===== src/rtl/pipe_controller.sv =====
// Control unit for the five-stage ARM pipeline: decodes InstrD, carries control bits
// through Execute/Memory/Writeback, holds NZCV and evaluates condition codes in Execute.
module pipe_controller (
    input  logic        clk,
    input  logic        reset,
    input  logic [31:0] InstrD,
    input  logic [3:0]  ALUFlags,
    input  logic        FlushE,
    output logic [1:0]  RegSrcD,
    output logic [1:0]  ImmSrcD,
    output logic        ALUSrcE,
    output logic [2:0]  ALUControlE,
    output logic        BranchTakenE,
    output logic        MemtoRegE,
    output logic        RegWriteM,
    output logic        MemWriteM,
    output logic        RegWriteW,
    output logic        MemtoRegW,
    output logic        BrLW,
    output logic        PCSrcW,
    output logic        PCWrPendingF
);

    localparam logic [2:0] ALU_ADD = 3'b000;
    localparam logic [2:0] ALU_SUB = 3'b001;
    localparam logic [2:0] ALU_AND = 3'b010;
    localparam logic [2:0] ALU_ORR = 3'b011;
    localparam logic [2:0] ALU_EOR = 3'b100;
    localparam logic [2:0] ALU_MOV = 3'b101;

    localparam logic [3:0] CMD_AND = 4'b0000;
    localparam logic [3:0] CMD_EOR = 4'b0001;
    localparam logic [3:0] CMD_SUB = 4'b0010;
    localparam logic [3:0] CMD_ADD = 4'b0100;
    localparam logic [3:0] CMD_CMP = 4'b1010;
    localparam logic [3:0] CMD_ORR = 4'b1100;
    localparam logic [3:0] CMD_MOV = 4'b1101;

    typedef struct packed {
        logic [3:0] cond;
        logic       alu_src;
        logic [2:0] alu_control;
        logic [1:0] flag_w;
        logic       reg_write;
        logic       mem_write;
        logic       mem_to_reg;
        logic       branch;
        logic       br_l;
        logic       pc_src;
    } ex_ctrl_t;

    typedef struct packed {
        logic reg_write;
        logic mem_write;
        logic mem_to_reg;
        logic br_l;
        logic pc_src;
    } mem_ctrl_t;

    typedef struct packed {
        logic reg_write;
        logic mem_to_reg;
        logic br_l;
        logic pc_src;
    } wb_ctrl_t;

    logic [1:0] op;
    logic       i_bit;
    logic [3:0] cmd;
    logic       s_bit;
    logic       u_bit;
    logic       link_bit;
    logic [3:0] rd;
    logic       unused_instr_bits;

    assign op                = InstrD[27:26];
    assign i_bit             = InstrD[25];
    assign cmd               = InstrD[24:21];
    assign s_bit             = InstrD[20];
    assign u_bit             = InstrD[23];
    assign link_bit          = InstrD[24];
    assign rd                = InstrD[15:12];
    assign unused_instr_bits = ^InstrD[11:0];

    logic       dp_hit;
    logic       dp_arith;
    logic [2:0] dp_alu;
    logic [1:0] reg_src_d;
    logic [1:0] imm_src_d;
    logic       alu_src_d;
    logic [2:0] alu_control_d;
    logic [1:0] flag_w_d;
    logic       reg_write_d;
    logic       mem_write_d;
    logic       mem_to_reg_d;
    logic       branch_d;
    logic       br_l_d;
    logic       pc_src_d;

    always_comb begin : decode
        dp_hit   = 1'b0;
        dp_arith = 1'b0;
        dp_alu   = ALU_ADD;
        case (cmd)
            CMD_ADD: begin dp_hit = 1'b1; dp_arith = 1'b1; dp_alu = ALU_ADD; end
            CMD_SUB: begin dp_hit = 1'b1; dp_arith = 1'b1; dp_alu = ALU_SUB; end
            CMD_CMP: begin dp_hit = 1'b1; dp_arith = 1'b1; dp_alu = ALU_SUB; end
            CMD_AND: begin dp_hit = 1'b1; dp_alu = ALU_AND; end
            CMD_ORR: begin dp_hit = 1'b1; dp_alu = ALU_ORR; end
            CMD_EOR: begin dp_hit = 1'b1; dp_alu = ALU_EOR; end
            CMD_MOV: begin dp_hit = 1'b1; dp_alu = ALU_MOV; end
            default: ;
        endcase

        reg_src_d     = 2'b00;
        imm_src_d     = 2'b00;
        alu_src_d     = 1'b0;
        alu_control_d = ALU_ADD;
        flag_w_d      = 2'b00;
        reg_write_d   = 1'b0;
        mem_write_d   = 1'b0;
        mem_to_reg_d  = 1'b0;
        branch_d      = 1'b0;
        br_l_d        = 1'b0;

        case (op)
            2'b00: begin
                // Unrecognised data-processing commands fall through as NOPs.
                if (dp_hit) begin
                    alu_src_d     = i_bit;
                    alu_control_d = dp_alu;
                    reg_write_d   = (cmd != CMD_CMP);
                    if (cmd == CMD_CMP)
                        flag_w_d = 2'b11;
                    else if (s_bit)
                        flag_w_d = dp_arith ? 2'b11 : 2'b10;
                end
            end
            2'b01: begin
                alu_src_d     = 1'b1;
                imm_src_d     = 2'b01;
                alu_control_d = u_bit ? ALU_ADD : ALU_SUB;
                if (s_bit) begin
                    reg_write_d  = 1'b1;
                    mem_to_reg_d = 1'b1;
                end else begin
                    mem_write_d  = 1'b1;
                    reg_src_d[1] = 1'b1;
                end
            end
            2'b10: begin
                branch_d      = 1'b1;
                alu_src_d     = 1'b1;
                imm_src_d     = 2'b10;
                alu_control_d = ALU_ADD;
                reg_src_d[0]  = 1'b1;
                if (link_bit) begin
                    reg_write_d = 1'b1;
                    br_l_d      = 1'b1;
                end
            end
            default: ;
        endcase
    end

    // BL writes R14, so only non-link writes to R15 redirect the PC.
    assign pc_src_d = reg_write_d & (rd == 4'hF) & ~br_l_d;

    ex_ctrl_t  ex_d,    ex_q;
    mem_ctrl_t mem_d,   mem_q;
    wb_ctrl_t  wb_d,    wb_q;
    logic [3:0] flags_d, flags_q;
    logic       cond_ex;

    always_comb begin : ex_next
        ex_d = '0;
        if (!FlushE) begin
            ex_d.cond        = InstrD[31:28];
            ex_d.alu_src     = alu_src_d;
            ex_d.alu_control = alu_control_d;
            ex_d.flag_w      = flag_w_d;
            ex_d.reg_write   = reg_write_d;
            ex_d.mem_write   = mem_write_d;
            ex_d.mem_to_reg  = mem_to_reg_d;
            ex_d.branch      = branch_d;
            ex_d.br_l        = br_l_d;
            ex_d.pc_src      = pc_src_d;
        end
    end

    always_comb begin : cond_check
        logic n, z, c, v;
        {n, z, c, v} = flags_q;
        case (ex_q.cond)
            4'b0000: cond_ex = z;
            4'b0001: cond_ex = ~z;
            4'b0010: cond_ex = c;
            4'b0011: cond_ex = ~c;
            4'b0100: cond_ex = n;
            4'b0101: cond_ex = ~n;
            4'b0110: cond_ex = v;
            4'b0111: cond_ex = ~v;
            4'b1000: cond_ex = c & ~z;
            4'b1001: cond_ex = ~c | z;
            4'b1010: cond_ex = (n == v);
            4'b1011: cond_ex = (n != v);
            4'b1100: cond_ex = ~z & (n == v);
            4'b1101: cond_ex = z | (n != v);
            4'b1110: cond_ex = 1'b1;
            default: cond_ex = 1'b0;
        endcase
    end

    always_comb begin : flags_next
        flags_d = flags_q;
        if (ex_q.flag_w[1] & cond_ex)
            flags_d[3:2] = ALUFlags[3:2];
        if (ex_q.flag_w[0] & cond_ex)
            flags_d[1:0] = ALUFlags[1:0];
    end

    always_comb begin : mem_next
        mem_d.reg_write  = ex_q.reg_write & cond_ex;
        mem_d.mem_write  = ex_q.mem_write & cond_ex;
        mem_d.mem_to_reg = ex_q.mem_to_reg;
        mem_d.br_l       = ex_q.br_l;
        mem_d.pc_src     = ex_q.pc_src & cond_ex;
    end

    always_comb begin : wb_next
        wb_d.reg_write  = mem_q.reg_write;
        wb_d.mem_to_reg = mem_q.mem_to_reg;
        wb_d.br_l       = mem_q.br_l;
        wb_d.pc_src     = mem_q.pc_src;
    end

    always_ff @(posedge clk or posedge reset) begin
        if (reset) begin
            ex_q    <= '0;
            mem_q   <= '0;
            wb_q    <= '0;
            flags_q <= '0;
        end else begin
            ex_q    <= ex_d;
            mem_q   <= mem_d;
            wb_q    <= wb_d;
            flags_q <= flags_d;
        end
    end

    assign RegSrcD      = reg_src_d;
    assign ImmSrcD      = imm_src_d;
    assign ALUSrcE      = ex_q.alu_src;
    assign ALUControlE  = ex_q.alu_control;
    assign BranchTakenE = ex_q.branch & cond_ex;
    assign MemtoRegE    = ex_q.mem_to_reg;
    assign RegWriteM    = mem_q.reg_write;
    assign MemWriteM    = mem_q.mem_write;
    assign RegWriteW    = wb_q.reg_write;
    assign MemtoRegW    = wb_q.mem_to_reg;
    assign BrLW         = wb_q.br_l;
    assign PCSrcW       = wb_q.pc_src;
    assign PCWrPendingF = pc_src_d | ex_q.pc_src | mem_q.pc_src;

endmodule


===== config.mk =====
export PLATFORM = sky130hd
export DESIGN_NAME = pipe_controller
export DESIGN_NICKNAME = d
export VERILOG_FILES = /design/src/rtl/pipe_controller.sv
export SDC_FILE = /design/constraint.sdc
export NUM_CORES = 1
export LEC_CHECK = 0
export CAP_MARGIN = 20
export CELL_PAD_IN_SITES_DETAIL_PLACEMENT = 0
export CELL_PAD_IN_SITES_GLOBAL_PLACEMENT = 1
export CORE_MARGIN = 3
export CORE_UTILIZATION = 33
export CTS_CLUSTER_DIAMETER = 30
export DETAILED_ROUTE_END_ITERATION = 8
export PLACE_DENSITY = 0.79
export SLEW_MARGIN = 20
export SYNTH_ARGS = -nofsm -noshare
export SYNTH_HDL_FRONTEND = slang
export SYNTH_SLANG_ARGS = --single-unit

===== constraint.sdc =====
create_clock -name clk -period 2.85 [get_ports clk]
set_clock_uncertainty 0.2 [all_clocks]
set_input_delay 0.285 -clock clk [delete_from_list [all_inputs] [get_ports clk]]
set_output_delay 0.285 -clock clk [all_outputs]
set_load 0.005 [all_outputs]

==> results.cfg, run 1 <==
[run_status]
status = completed

[clock_tree]
cts_tree = yes
htree_levels = 2
path_clk_slew_ns = 0.06
numCtsBuffers = 5
cts.sinks = 29
clk_latency_ns = 0.27
clk_path_buf_depth = 2
cts-root-buf = clkbuf_8

[critical_path]
cp_slowest_cell = clkdlybuf4s50_1
worstPathArrival_ns = 2.26
worstSetupEndpointType = output pin
crit_family = simple AND/OR/NAND/NOR gates
critPathBufInv = 1
path_max_fanout = 8
cpPeakStageDelay_ns = 0.52
critical_path_class = reg -> out
setup.worst_path.start = ex_q[14]$_DFF_PP0_
cp_cell_sequence = mux2i_1 > or3_2 > a21oi_4 > nor3_2 > nor2b_1 > clkdlybuf4s50_1
r2r_slack_ns = 0.65
start_kind = flop
crit-reg2reg-launch = flags_q[3]$_DFFE_PP0P_
rr_worst_depth = 6
required_ns = 2.37
r2r-end = flags_q[0]$_DFFE_PP0P_

[sta]
fmax_mhz = 364
hold_violations = 0
finalSetupTns_ns = 0
layout_min_cycle_time_ns = 2.75
drv_slew = 0
period_share = 0.964
slew_headroom = 0.705
rsz0062_at_grt = no
finalSetupViolCount = 0
tightest_slew_ns = 0.441

[power]
switching_share = 0.238
combPwrFrac = 0.187
p_leak_nw = 0.928
p_sw_mw = 0.264
intPower_mw = 0.843
clkPwrFrac = 0.389
p_per_area_nw_per_um2 = 526
p_seq_frac = 0.424
irDropWorstVdd_uv = 172

[grt]
grt_max_degree = 30
grt_pass1_vias = 1134
grt_overflow = 0
grt_first_pass_wirelength_um = 5010
antenna_found_initial = 0
grt.total_usage = 0.123

[drt]
dr_wl_met3_um = 198
drtIter0Drc = 74
dr.pass1.iters = 4
wl_met2_um = 1440
vias = 1124
drc = 0
met1Wirelength_um = 1280
wire_per_inst_um = 12.9
viasPerCell = 4.87
drtAntennaViolNets = 0
drt-total-wl_um = 2980
maxUsedRoutingLayer = met4

[cells_and_area]
final.fill_count = 378
final_util = 0.501
syn2layout_area_growth_pct = 39.7
nets = 225
antenna_cells = 0
drive_gt1_frac = 0.193

[floorplanning]
io_pins = 56
fp.coreArea_um2 = 4200
row_count = 23
initial_core_util = 0.358
die_w_um = 73.5
die-area_um2 = 5410
die_h_um = 73.5

[synthesis]
yosysWarnings = 0
synthFlopType = dfrtp_1
ys_seq_area_frac = 0.482
synth.area.top_cells = dfrtp_1 (48%), nor2b_1 (5.4%), ha_1 (5.0%), buf_4 (3.5%), o31ai_4 (2.8%)
netlist_area_um2 = 1510
synth_edf_count = 0
netlist.area_leader.share = 0.482
syn_inst = 132
synthesis.nets = 177
syn_area_per_cell_um2 = 11.4
synth_seq_cells = 29
synthArstFlopShare = 1.00
synth_common_cells = dfrtp_1 (29), nor2b_1 (13), buf_4 (7)
synth.distinct_cells = 44
yosysMostFrequentCell = dfrtp_1
synth_top_cell_by_area = dfrtp_1

[flow_run]
drv_cap = 0

[worst_hold_path]
hold_class = reg -> reg
min_to = MemtoRegW$_DFF_PP0_
worstHoldStart = mem_q[2]$_DFF_PP0_
hold_depth = 0

[placement]
port-buffer-count = 39
dpl.hpwl_um = 2310
place_congestion = 0.815
## registers in the layout (all words and copies together) (netlist names)
| name | count |
|---|---|
| RegWriteW | 1 |
| RegWriteM | 1 |
| ex_q | 11 |
| MemtoRegE | 1 |
| flags_q | 4 |
| BrLW | 1 |
| ALUControlE | 3 |
| MemtoRegW | 1 |
| PCSrcW | 1 |
| mem_q | 3 |
| ALUSrcE | 1 |
| MemWriteM | 1 |
## worst max path at each step
| stage | to | slack, ns | cells past startpoint |
|---|---|---|---|
| 5_1_grt | BranchTakenE | 0.009 | 6 |
| 4_1_cts | BranchTakenE | 0.02 | 6 |
| 2_1_floorplan | flags_q[2]$_DFFE_PP0P_ | 0.80 | 6 |
| 6_report | BranchTakenE | 0.10 | 6 |
| 3_5_place_dp | PCWrPendingF | 0.02 | 7 |
| 3_3_place_gp | PCWrPendingF | 0.07 | 7 |
## placed cells by master, fill, tap and decap left out, types with 2 or more instances in the layout
cell type,count
clkdlybuf4s50_1,39
buf_4,13
nor3_1,3
o21ai_0,5
nor3b_1,2
mux2_1,2
inv_1,6
a211oi_1,3
ha_1,6
nand3_1,2
mux2_4,2
dfrtp_2,2
nand2b_1,3
nor2b_1,13
and3b_1,2
o31ai_4,2
nor2_1,5
clkbuf_8,6
a21oi_1,5
mux2i_1,3
xor2_1,2
dfrtp_1,27
nand2_1,4
## metrics by stage
stage          setup slack, ns  hold slack [ns]  cells  total power [mW]  instance area, um2
2_1_floorplan            0.800            0.131    132             0.592                1510
3_3_place_gp            0.0680            0.134    219             0.668                1950
3_5_place_dp            0.0205            0.137    219             0.677                1950
4_1_cts                 0.0185            0.152    227              1.11                2070
5_1_grt                0.00942            0.154    231              1.16                2100
6_report                 0.103            0.149    231              1.11                2100
## cells by family (layout without fill, tap and decap cells)
family                     after synthesis  count (layout)  synth area share
AOI/OAI and AO/OA                       25              25             0.145
xor gates and xnor gates                 3               3            0.0175
adders and majority gates                6               6            0.0499
buffers and inverters                   17              66            0.0648
DFF                                     29              29             0.482
muxes                                    7               7            0.0549
and+or+nand+nor                         45              45             0.186
## power groups by stage
stage	Combinational [mW]	Clock [mW]	Sequential (mW)
after floorplan	0.127	0	0.465
after global placement	0.192	0	0.476
after detailed placement	0.200	0	0.477
after CTS	0.201	0.443	0.469
after global routing	0.227	0.463	0.474
final	0.207	0.430	0.469
## layer usage
layer | vias to the layer above | GRT usage
met2 | 39 | 0.194
met3 | 8 | 0.0438
met1 | 529 | 0.147
met4 | 0 | 0.0624
met5 | - | 0
li1 | 548 | -
## what timing repair did
action | CTS | global route
gates resized for setup | 1 | 1
pin swaps | 0 | 2
buffers inserted | 0 | 4
endpoints found under the hold margin | 0 | 0
hold buffers | 0 | 0
setup endpoints to repair | 1 | 2
## layout make-up
class	count	area, um2	area share
Tap cell	50	62.6	0.0297
Inverter	6	22.5	0.0107
Sequential cell	29	728	0.346
Clock inverter	2	37.5	0.0178
Timing Repair Buffer	52	488	0.232
Clock buffer	6	82.6	0.0393
Multi-Input combinational cell	86	682	0.324
Power figures use the tool's default switching activity.
==> run 2, diff against run 1 <==
--- a/config.mk
+++ b/config.mk
@@ -8,7 +8,6 @@
 export CAP_MARGIN = 20
 export CELL_PAD_IN_SITES_DETAIL_PLACEMENT = 0
 export CELL_PAD_IN_SITES_GLOBAL_PLACEMENT = 1
-export CORE_MARGIN = 3
 export CORE_UTILIZATION = 33
 export CTS_CLUSTER_DIAMETER = 30
 export DETAILED_ROUTE_END_ITERATION = 8
==> run 2 against run 1 <==
- power fell by 0.33%
- first-iteration DRC count fell by 28%
- cell count rose by 0.87%
- largest cell class unchanged
- die area fell by 11%
- critical path depth rose by 1
- final area barely moved
==> results.cfg, run 2 (synthesis gave the netlist of run 1 again) <==
[run_status]
status = completed

[sta]
period_share = 0.959
fmax_mhz = 366
tightest_slew_ns = 0.466
finalSetupTns_ns = 0
drv_slew = 0
finalSetupViolCount = 0
layout_min_cycle_time_ns = 2.73
rsz0062_at_grt = no
slew_headroom = 0.689
hold_violations = 0

[drt]
drc = 0
viasPerCell = 4.79
vias = 1115
wire_per_inst_um = 12.5
dr.pass1.iters = 4
drt-total-wl_um = 2920
drtAntennaViolNets = 0
drtIter0Drc = 53

[placement]
dp_cells = 223
dpl.hpwl_um = 2250
place_congestion = 0.841
port-buffer-count = 39

[floorplanning]
die_w_um = 69.5
die-area_um2 = 4840
initial_core_util = 0.346
row_count = 24
fp.coreArea_um2 = 4350
die_h_um = 69.5
io_pins = 56

[clock_tree]
cts.sinks = 29
numCtsBuffers = 5
clk_path_buf_depth = 2
htree_levels = 2
cts_tree = yes
cts-root-buf = clkbuf_8
clk_latency_ns = 0.27
path_clk_slew_ns = 0.06
cts_hold_buf = 0

[grt]
antenna_found_initial = 0
grt_max_degree = 30
grt_overflow = 0
grt_first_pass_wirelength_um = 5060
grt_pass1_vias = 1161
grt.total_usage = 0.134

[critical_path]
cp_slowest_cell = clkdlybuf4s50_1
critical_path_class = in -> out
required_ns = 2.37
worstSetupEndpointType = output pin
worstPathArrival_ns = 2.25
cp_cell_sequence = clkdlybuf4s50_1 > inv_1 > ha_1 > o221a_2 > a222oi_1 > o21ai_0 > clkdlybuf4s50_1
cpPeakStageDelay_ns = 0.47
path_max_fanout = 3
start_kind = input port
cp_common_cell = clkdlybuf4s50_1

[worst_hold_path]
hold_class = reg -> reg

[cells_and_area]
largest_register_ffs = 11
final-instance-count-excl-fill = 233
largest_register = ex_q
layout_common_cells = clkdlybuf4s50_1 (38), dfrtp_1 (27), nor2b_1 (13), buf_4 (13)
antenna_cells = 0
syn2layout_area_growth_pct = 39.8
final_common_cell = clkdlybuf4s50_1
nets = 225
reg_top3 = ex_q: 11 flops, flags_q: 4 flops
drive_gt1_frac = 0.188

[power]
p_leak_nw = 0.947
irDropWorstVdd_uv = 238
p_per_area_nw_per_um2 = 524

[flow_run]
drv_cap = 0
-- run 2: cell types whose count changed in the layout (fill, tap and decap cells not counted), sizes merged --
cell / before / now
dlymetal6s2s: 0 / 1
clkinvlp: 1 / 0
clkdlybuf4s50: 39 / 38
clkbuf: 6 / 7
-- run 2: area by class of cell --
type,instances,area [um2]
clock inverters,1,30.0
well taps,52,65.1
multi-input cells,86,682
flip-flops and latches,29,728
clock buffers,7,86.3
inverters,6,22.5
fillers,385,2250
repair buffers,52,490
-- run 2: per-stage QoR --
step	cell area, um2	hold slack [ns]	utilization	worst slack [ns]	total power [mW]
2_1_floorplan	1510	0.131	-	0.800	0.592
3_3_place_gp	1970	0.135	0.452	0.0831	0.669
3_5_place_dp	1970	0.135	0.452	0.0852	0.679
4_1_cts	2090	0.148	0.479	0.0307	1.11
5_1_grt	2100	0.164	0.483	0.00598	1.16
6_report	2100	0.148	0.483	0.118	1.10
-- run 2: timing repair --
| action | in CTS | in global routing |
|---|---|---|
| gates resized for setup | 1 | 2 |
| setup endpoints to repair | 1 | 2 |
| endpoints found under the hold margin | 0 | 0 |
| pin swaps | 0 | 3 |
| setup buffers | 0 | 2 |
-- run 2: critical path: cells and delay by family --
family	cells	cell delay [ns]
buf+inv	3	1.01
compound gates	3	0.73
fa+ha+maj	1	0.22
-- run 2: final timing paths --
check                      slack [ns]              startpoint  cells after the start                     end
hold / removal                   0.15      mem_q[1]$_DFF_PP0_                      0          BrLW$_DFF_PP0_
hold reg to reg                  0.15      mem_q[1]$_DFF_PP0_                      0          BrLW$_DFF_PP0_
min in group asynchronous        0.19                   reset                      3  flags_q[0]$_DFFE_PP0P_
max in group asynchronous        1.99                   reset                      3      ex_q[14]$_DFF_PP0_
setup / recovery                 0.12              InstrD[26]                      7            PCWrPendingF
setup reg to reg                 0.53  flags_q[3]$_DFFE_PP0P_                      7  flags_q[2]$_DFFE_PP0P_
-- run 2: layer usage --
layer,vias to the layer above,global-route usage,part of all wire
met1,517,0.140,0.41
met5,-,0,0
met2,39,0.236,0.51
met4,0,0.0748,0.025
met3,8,0.0407,0.054
li1,551,-,-
-- run 2: power breakdown --
| group | switching, mW | internal [mW] | total [mW] |
|---|---|---|---|
| sequential | 0.0324 | 0.438 | 0.470 |
| clock | 0.143 | 0.284 | 0.427 |
| combinational | 0.0847 | 0.121 | 0.205 |
